**src/rtl/avr_cpu_alu.sv**
```systemverilog
// AVR-style 8-bit ALU: one registered result and SREG update per cycle.
// Optional COM/NEG support is enabled by defining AVR_CPU_ALU_UNARY_EN.
module avr_cpu_alu (
  input  logic       clk,
  input  logic       rst_n,
  input  logic [2:0] opcode,
  input  logic       use_carry,
  input  logic [7:0] r_in,
  input  logic [7:0] d_in,
  input  logic [7:0] status_in,
  output logic [7:0] out,
  output logic [7:0] status_out
);

  localparam int unsigned DW = 8;

  localparam logic [2:0] OP_ADD = 3'b000;
  localparam logic [2:0] OP_SUB = 3'b001;
  localparam logic [2:0] OP_AND = 3'b010;
  localparam logic [2:0] OP_OR  = 3'b011;
  localparam logic [2:0] OP_EOR = 3'b100;
`ifdef AVR_CPU_ALU_UNARY_EN
  localparam logic [2:0] OP_COM = 3'b101;
  localparam logic [2:0] OP_NEG = 3'b110;
`endif

  logic [DW-1:0] r_out;
  logic [DW-1:0] r_status;

  logic          w_cin;
  logic [DW:0]   w_add9;
  logic [DW:0]   w_sub9;
  logic [DW-1:0] w_res;
  logic [DW-1:0] w_status;
  logic          w_upd;
  logic          w_h;
  logic          w_v;
  logic          w_c;
  logic          w_z;
  logic          w_n;

  // Carry-in only matters for the arithmetic opcodes.
  assign w_cin  = use_carry & status_in[0];
  assign w_add9 = {1'b0, d_in} + {1'b0, r_in} + (DW+1)'(w_cin);
  assign w_sub9 = {1'b0, d_in} - {1'b0, r_in} - (DW+1)'(w_cin);

  always_comb begin
    w_res = r_in;
    w_upd = 1'b0;
    w_h   = status_in[5];
    w_v   = status_in[3];
    w_c   = status_in[0];
    w_z   = 1'b0;
    w_n   = 1'b0;
    w_status = status_in;

    case (opcode)
      OP_ADD: begin
        w_res = w_add9[DW-1:0];
        w_upd = 1'b1;
        w_c   = w_add9[DW];
        w_h   = (d_in[3] & r_in[3]) | (r_in[3] & ~w_res[3]) | (~w_res[3] & d_in[3]);
        w_v   = (d_in[7] & r_in[7] & ~w_res[7]) | (~d_in[7] & ~r_in[7] & w_res[7]);
      end
      OP_SUB: begin
        w_res = w_sub9[DW-1:0];
        w_upd = 1'b1;
        w_c   = w_sub9[DW];
        w_h   = (~d_in[3] & r_in[3]) | (r_in[3] & w_res[3]) | (w_res[3] & ~d_in[3]);
        w_v   = (d_in[7] & ~r_in[7] & ~w_res[7]) | (~d_in[7] & r_in[7] & w_res[7]);
      end
      OP_AND: begin
        w_res = d_in & r_in;
        w_upd = 1'b1;
        w_v   = 1'b0;
      end
      OP_OR: begin
        w_res = d_in | r_in;
        w_upd = 1'b1;
        w_v   = 1'b0;
      end
      OP_EOR: begin
        w_res = d_in ^ r_in;
        w_upd = 1'b1;
        w_v   = 1'b0;
      end
`ifdef AVR_CPU_ALU_UNARY_EN
      OP_COM: begin
        w_res = ~d_in;
        w_upd = 1'b1;
        w_c   = 1'b1;
        w_v   = 1'b0;
      end
      OP_NEG: begin
        w_res = DW'(8'd0 - d_in);
        w_upd = 1'b1;
        w_c   = (w_res != '0);
        w_v   = (w_res == 8'h80);
        w_h   = w_res[3] | d_in[3];
      end
`endif
      default: begin
        w_res = r_in;
        w_upd = 1'b0;
      end
    endcase

    // SBC chains Z across bytes so multi-byte compares see the full zero.
    w_n = w_res[7];
    w_z = (w_res == '0);
    if (opcode == OP_SUB && use_carry)
      w_z = w_z & status_in[1];

    if (w_upd)
      w_status = {status_in[7:6], w_h, w_n ^ w_v, w_v, w_n, w_z, w_c};
  end

  always_ff @(posedge clk) begin
    if (!rst_n) begin
      r_out    <= '0;
      r_status <= '0;
    end else begin
      r_out    <= w_res;
      r_status <= w_status;
    end
  end

  assign out        = r_out;
  assign status_out = r_status;

endmodule

```
**config.mk**
```make
export PLATFORM = sky130hd
export DESIGN_NAME = avr_cpu_alu
export DESIGN_NICKNAME = d
export VERILOG_FILES = /design/src/rtl/avr_cpu_alu.sv
export SDC_FILE = /design/constraint.sdc
export NUM_CORES = 1
export LEC_CHECK = 0
export CAP_MARGIN = 0
export CORE_AREA = 2 2 80 82
export DETAILED_ROUTE_END_ITERATION = 8
export DIE_AREA = 0 0 82 84
export SETUP_SLACK_MARGIN = 0.1
export SYNTH_ARGS = -nofsm -noshare
export SYNTH_HDL_FRONTEND = slang
export SYNTH_SLANG_ARGS = --single-unit
```
**constraint.sdc**
```tcl
create_clock -name clk -period 3.71 [get_ports clk]
set_clock_uncertainty 0.2 [all_clocks]
set_input_delay 0.5565 -clock clk [delete_from_list [all_inputs] [get_ports clk]]
set_output_delay 0.5565 -clock clk [all_outputs]
set_load 0.03 [all_outputs]
```
==> flow_summary.toml, run 1 <==
[timing]
slew_headroom = 0.597
finalMaxSlewViolations = 0
setup-violations-final = 0
worst_pin_slew_ps = 602
hold_violations = 0
fmax_mhz = 292
min_period_ps = 3420
hold_slack_ps = 693
rsz0062_at_grt = "false"
setup_tns_ps = 0
post-route-period-util = 0.923

[global_routing]
grt_pass1_wl_mm = 9.15
grt_max_degree = 15
overflow = 0
grt_usage = 0.163
grt_pass1_vias = 1938
antenna_found_initial = 0

[detailed_routing]
met1_length_mm = 2.50
dr.pass1.iters = 4
via_count = 1988
drt_iter0_drc = 101
avgViaCountPerCell = 5.11
wl_per_cell_um = 14.0
wl_met3_um = 348
wl_mm = 5.45
route.met2.wl_mm = 2.54
top_layer_used = "met4"
final_antenna_net_count = 0
drc = 0

[yosys]
async_reset_ff_frac = 0
seq_area_frac_synth = 0.155
ys_seq_elements = 16
ys.flop_type = "dfxtp_1"
synth_edf_count = 0
ys.warnings.count = 0
synth_cell_types = 59
syn-num-nets = 331
synthCells = 264
avgSynthCellArea_um2 = 7.83
syn-cell-area_mm2 = 0.00207

[clock_network]
cts_tree = "built"
post_cts_buffers = 0
cts.sinks = 16
cts_buffers = 3
root_buffer = "clkbuf_8"
path_clk_slew_ps = 60
cts.htree.levels = 1
cts_resized = 0
hold_buffers = 0
cts_buffer_depth = 2

[cells_and_area]
regArea_um2 = 320
nets = 380
final_cell_mix = "clkdlybuf4s50_1, ha_1, inv_1, nor2_1, a21oi_1"
syn_to_final_growth_pct = 28.9
nFillCells = 627
design_area_mm2 = 0.00267
drive_gt1_frac = 0.0833
n_antenna_cell = 0
multi_input_area_mm2 = 0.00156
layout_commonest_cell = "clkdlybuf4s50_1"

[worst_setup_path]
critPathCaptureType = "flop"
cp.arrival_ps = 3380
worst-setup-path-type = "primary input to flop"
critPathRequiredTime_ps = 3670
cp_max_fo = 4
worstSetupStartpointType = "primary input"

[placed_design]
gp_congestion = 0.895
io_buffers = 45
dp_hpwl_mm = 4.48
dpl_cell_area_mm2 = 0.00261

[power]
ir_drop_mv = 0.239
power.density_mw_per_mm2 = 266
p_leak_uw = 0.00117

[flow_run]
maxCapViolations = 0

[floorplanning]
die_y_um = 84
coreArea_mm2 = 0.00610
ios = 46
start_util = 0.339
dieWidth_um = 82
fp-row-count = 29
dieArea_mm2 = 0.00689

[outcome]
status = "finished clean"

[min_path]
hp-class = "primary input to flop"
==> path summary, 6_finish.rpt <==
| path | startpoint | cells after the start | slack (ps) | endpoint |
|---|---|---|---|---|
| max | r_in[0] | 10 | 290 | status_out[1]$_SDFF_PN0_ |
| min | status_in[7] | 2 | 690 | status_out[7]$_SDFF_PN0_ |
==> cells by family after synthesis <==
group                      count (synthesis)  share of synthesized area
adders and majority gates                 37                      0.242
muxes                                      7                     0.0339
AOI/OAI and AO/OA                         80                      0.261
and+or+nand+nor                           78                      0.197
DFF                                       16                      0.155
buffers and inverters                     41                     0.0895
xor gates and xnor gates                   5                     0.0212
==> worst max-delay path, stage by stage <==
cell and delay, ps:
clkdlybuf4s50_1 570, inv_1 120, fa_1 470, fa_1 430
o211ai_1 190, nand2_1 110, a41o_1 260, o32ai_2 320
nand4b_1 120, o31ai_1 240
==> metrics by stage <==
step | cells | utilization | setup slack [ps] | power [uW]
finish | 389 | 0.437 | 286 | 710
global route | 389 | 0.437 | 115 | 763
CTS | 389 | 0.437 | 280 | 714
detailed placement | 385 | 0.428 | 25.8 | 562
global placement | 385 | 0.428 | 101 | 562
floorplan | 264 | - | 828 | 441
==> where the power goes <==
group	total (uW)	internal (uW)	switching (uW)
sequential	190	187	3.25
clock	149	94.0	54.9
combinational	371	165	205
==> final cells by class <==
| cell class | instances | area share |
|---|---|---|
| multi-input cells | 207 | 0.586 |
| flip-flops and latches | 16 | 0.120 |
| well taps | 77 | 0.0362 |
| inverters | 32 | 0.0451 |
| clock buffers | 4 | 0.0207 |
| repair buffers | 53 | 0.192 |
==> layer usage <==
metal	vias to the layer above	track usage
li1	1021	-
met1	889	0.218
met2	71	0.276
met3	7	0.0162
met4	0	0.0409
met5	-	0
==> registers in the layout, indices dropped and copies added (netlist names) <==
name,count
out,8
status_out,8
==> cell usage after synthesis (3+ instances only) <==
library cell	n	area, um2
ha_1	32	400
inv_1	31	116
nor2_1	27	101
a21oi_1	22	110
dfxtp_1	16	320
nand2_1	13	48.8
o21ai_0	13	65.1
mux2i_1	7	70.1
a211oi_1	5	37.5
and2_1	5	31.3
fa_1	5	100
o22ai_1	5	31.3
buf_2	4	20.0
nand3_1	4	20.0
nand3b_1	4	30.0
nor2_2	4	25.0
nor2b_1	4	25.0
o211ai_1	4	30.0
o21ai_1	4	20.0
xnor2_1	4	35.0
a21o_1	3	22.5
buf_6	3	33.8
o21a_1	3	22.5
Power figures use the tool's default switching activity.
==> run 2, diff against run 1 <==
==> constraint.sdc (replaced) <==
create_clock -name clk -period 3.71 [get_ports clk]
set_clock_uncertainty 0.2 [all_clocks]
set_input_delay 0.742 -clock clk [delete_from_list [all_inputs] [get_ports clk]]
set_output_delay 0.742 -clock clk [all_outputs]
set_load 0.03 [all_outputs]
==> run 2 against run 1 <==
Compared with the run above: sequential cell count did not move; final cell count rose by 3.3%; critical path type unchanged; die area did not move; sequential power barely moved; first-iteration DRC count fell by 0.99%; worst setup slack got worse by 97 ps; global-route usage rose by 0.31 points; clock-buffer cell count did not move; highest routed layer unchanged; wire length rose by 3.2%; clock power barely moved; maximum frequency fell by 2.7%.
==> flow_summary.toml, run 2 (synthesis results as in run 1) <==
[outcome]
status = "finished clean"

[cells_and_area]
utilization = 0.457
drive_gt1_frac = 0.126
design_area_mm2 = 0.00279
layout_commonest_cell = "clkdlybuf4s50_1"
n_antenna_cell = 0
final_cell_mix = "clkdlybuf4s50_1, ha_1, inv_1, nor2_1"
fin_cells = 402
syn_to_final_growth_pct = 34.7
nets = 393

[placed_design]
dp_hpwl_mm = 4.69
placedCellCount = 398
dp_slack_ps = -146
gp_congestion = 0.854
io_buffers = 45
dpl_cell_area_mm2 = 0.00271

[timing]
rsz0062_at_grt = "true"
worst_pin_slew_ps = 527
finalMaxSlewViolations = 0
fmax_mhz = 284
post-route-period-util = 0.949
setup_tns_ps = 0
slew_headroom = 0.648
setup_ws_ps = 190
setup-violations-final = 0
hold_violations = 0
min_period_ps = 3520

[floorplanning]
dieArea_mm2 = 0.00689
coreArea_mm2 = 0.00610
start_util = 0.339
die_y_um = 84
fp-row-count = 29
dieWidth_um = 82
ios = 46

[worst_setup_path]
cp_max_fo = 3
cp_slowest_cell = "clkdlybuf4s50_1"
worst-setup-path-type = "primary input to flop"
cp_top_family = "compound AO/OA/AOI/OAI gates"
critPathCaptureType = "flop"
critPathRequiredTime_ps = 3660
path_depth = 11
crit_path_cell_trace = "clkdlybuf4s50_1 > nand2_1 > buf_4 > fa_1 > fa_1 > o211ai_1 > nand2_1 > a41o_1 > o32ai_4 > nand4b_1 > o31ai_1"
slowest_delay_ps = 480
worstSetupStartpointType = "primary input"
worst-path-buf-inv = 2
cp.arrival_ps = 3470

[detailed_routing]
wl_mm = 5.63
final_antenna_net_count = 0
drt_iter0_drc = 100
avgViaCountPerCell = 5.04
via_count = 2028
drc = 0
wl_per_cell_um = 14.0
dr.pass1.iters = 5

[min_path]
hp-class = "primary input to flop"
min_path_cells = 4
holdPathEnd = "out[0]$_SDFF_PN0_"
holdCritStartpoint = "r_in[0]"

[clock_network]
root_buffer = "clkbuf_8"
cts_buffers = 3
cts_buffer_depth = 2
cts_tree = "built"
path_clk_slew_ps = 60
cts.sinks = 16
post_cts_buffers = 0
cts.htree.levels = 1

[power]
power.density_mw_per_mm2 = 263
ir_drop_mv = 0.251
p_leak_uw = 0.00125

[global_routing]
grt_usage = 0.166
grt_pass1_wl_mm = 9.30
grt_pass1_vias = 1989
overflow = 0
antenna_found_initial = 0
grt_max_degree = 25

[flow_run]
maxCapViolations = 0
run 2: per-layer routing:
metal / GRT usage / vias up / wire (um)
li1: - / 1049 / -
met1: 0.221 / 904 / 2600
met2: 0.287 / 69 / 2690
met3: 0.0152 / 6 / 275
met4: 0.0364 / 0 / 54
met5: 0 / - / 0
run 2: how the worst max path moves through the flow:
stage / slack [ps] / startpoint / end
after floorplan: 640 / status_in[0] / status_out[4]$_SDFF_PN0_
final: 190 / use_carry / status_out[1]$_SDFF_PN0_
after global placement: -100 / r_in[0] / status_out[1]$_SDFF_PN0_
after detailed placement: -150 / r_in[0] / status_out[1]$_SDFF_PN0_
after CTS: 100 / r_in[0] / status_out[1]$_SDFF_PN0_
after global routing: 30 / use_carry / status_out[1]$_SDFF_PN0_
run 2: stage by stage:
step	power, uW	hold slack, ps
global route	789	883
detailed placement	581	1140
CTS	730	878
floorplan	441	663
finish	733	880
global placement	578	1140
run 2: tightest hold or removal path, cell delays in order:
cell and delay (ps):
dlymetal6s2s_1 180, a31oi_1 120, o311ai_0 120, and2_1 130
run 2: final cells by class:
cell class	instances	area (um2)
fill	613	3310
multi-input combinational	207	1580
timing repair buffer	66	611
sequential	16	320
inverter	32	120
tap	77	96.3
clock buffer	4	55.1
run 2: timing repair:
item / 4_1_cts / 5_1_grt
hold buffers: 0 / 0
hold endpoints to repair: 0 / 0
endpoints found under the setup margin: 0 / 6
gates resized for setup: 0 / 5
run 2: power breakdown:
part | total (uW) | switching [uW] | internal (uW)
registers | 191 | 3.52 | 187
clock network | 147 | 52.9 | 93.9
logic | 396 | 213 | 183
total | 733 | 269 | 464
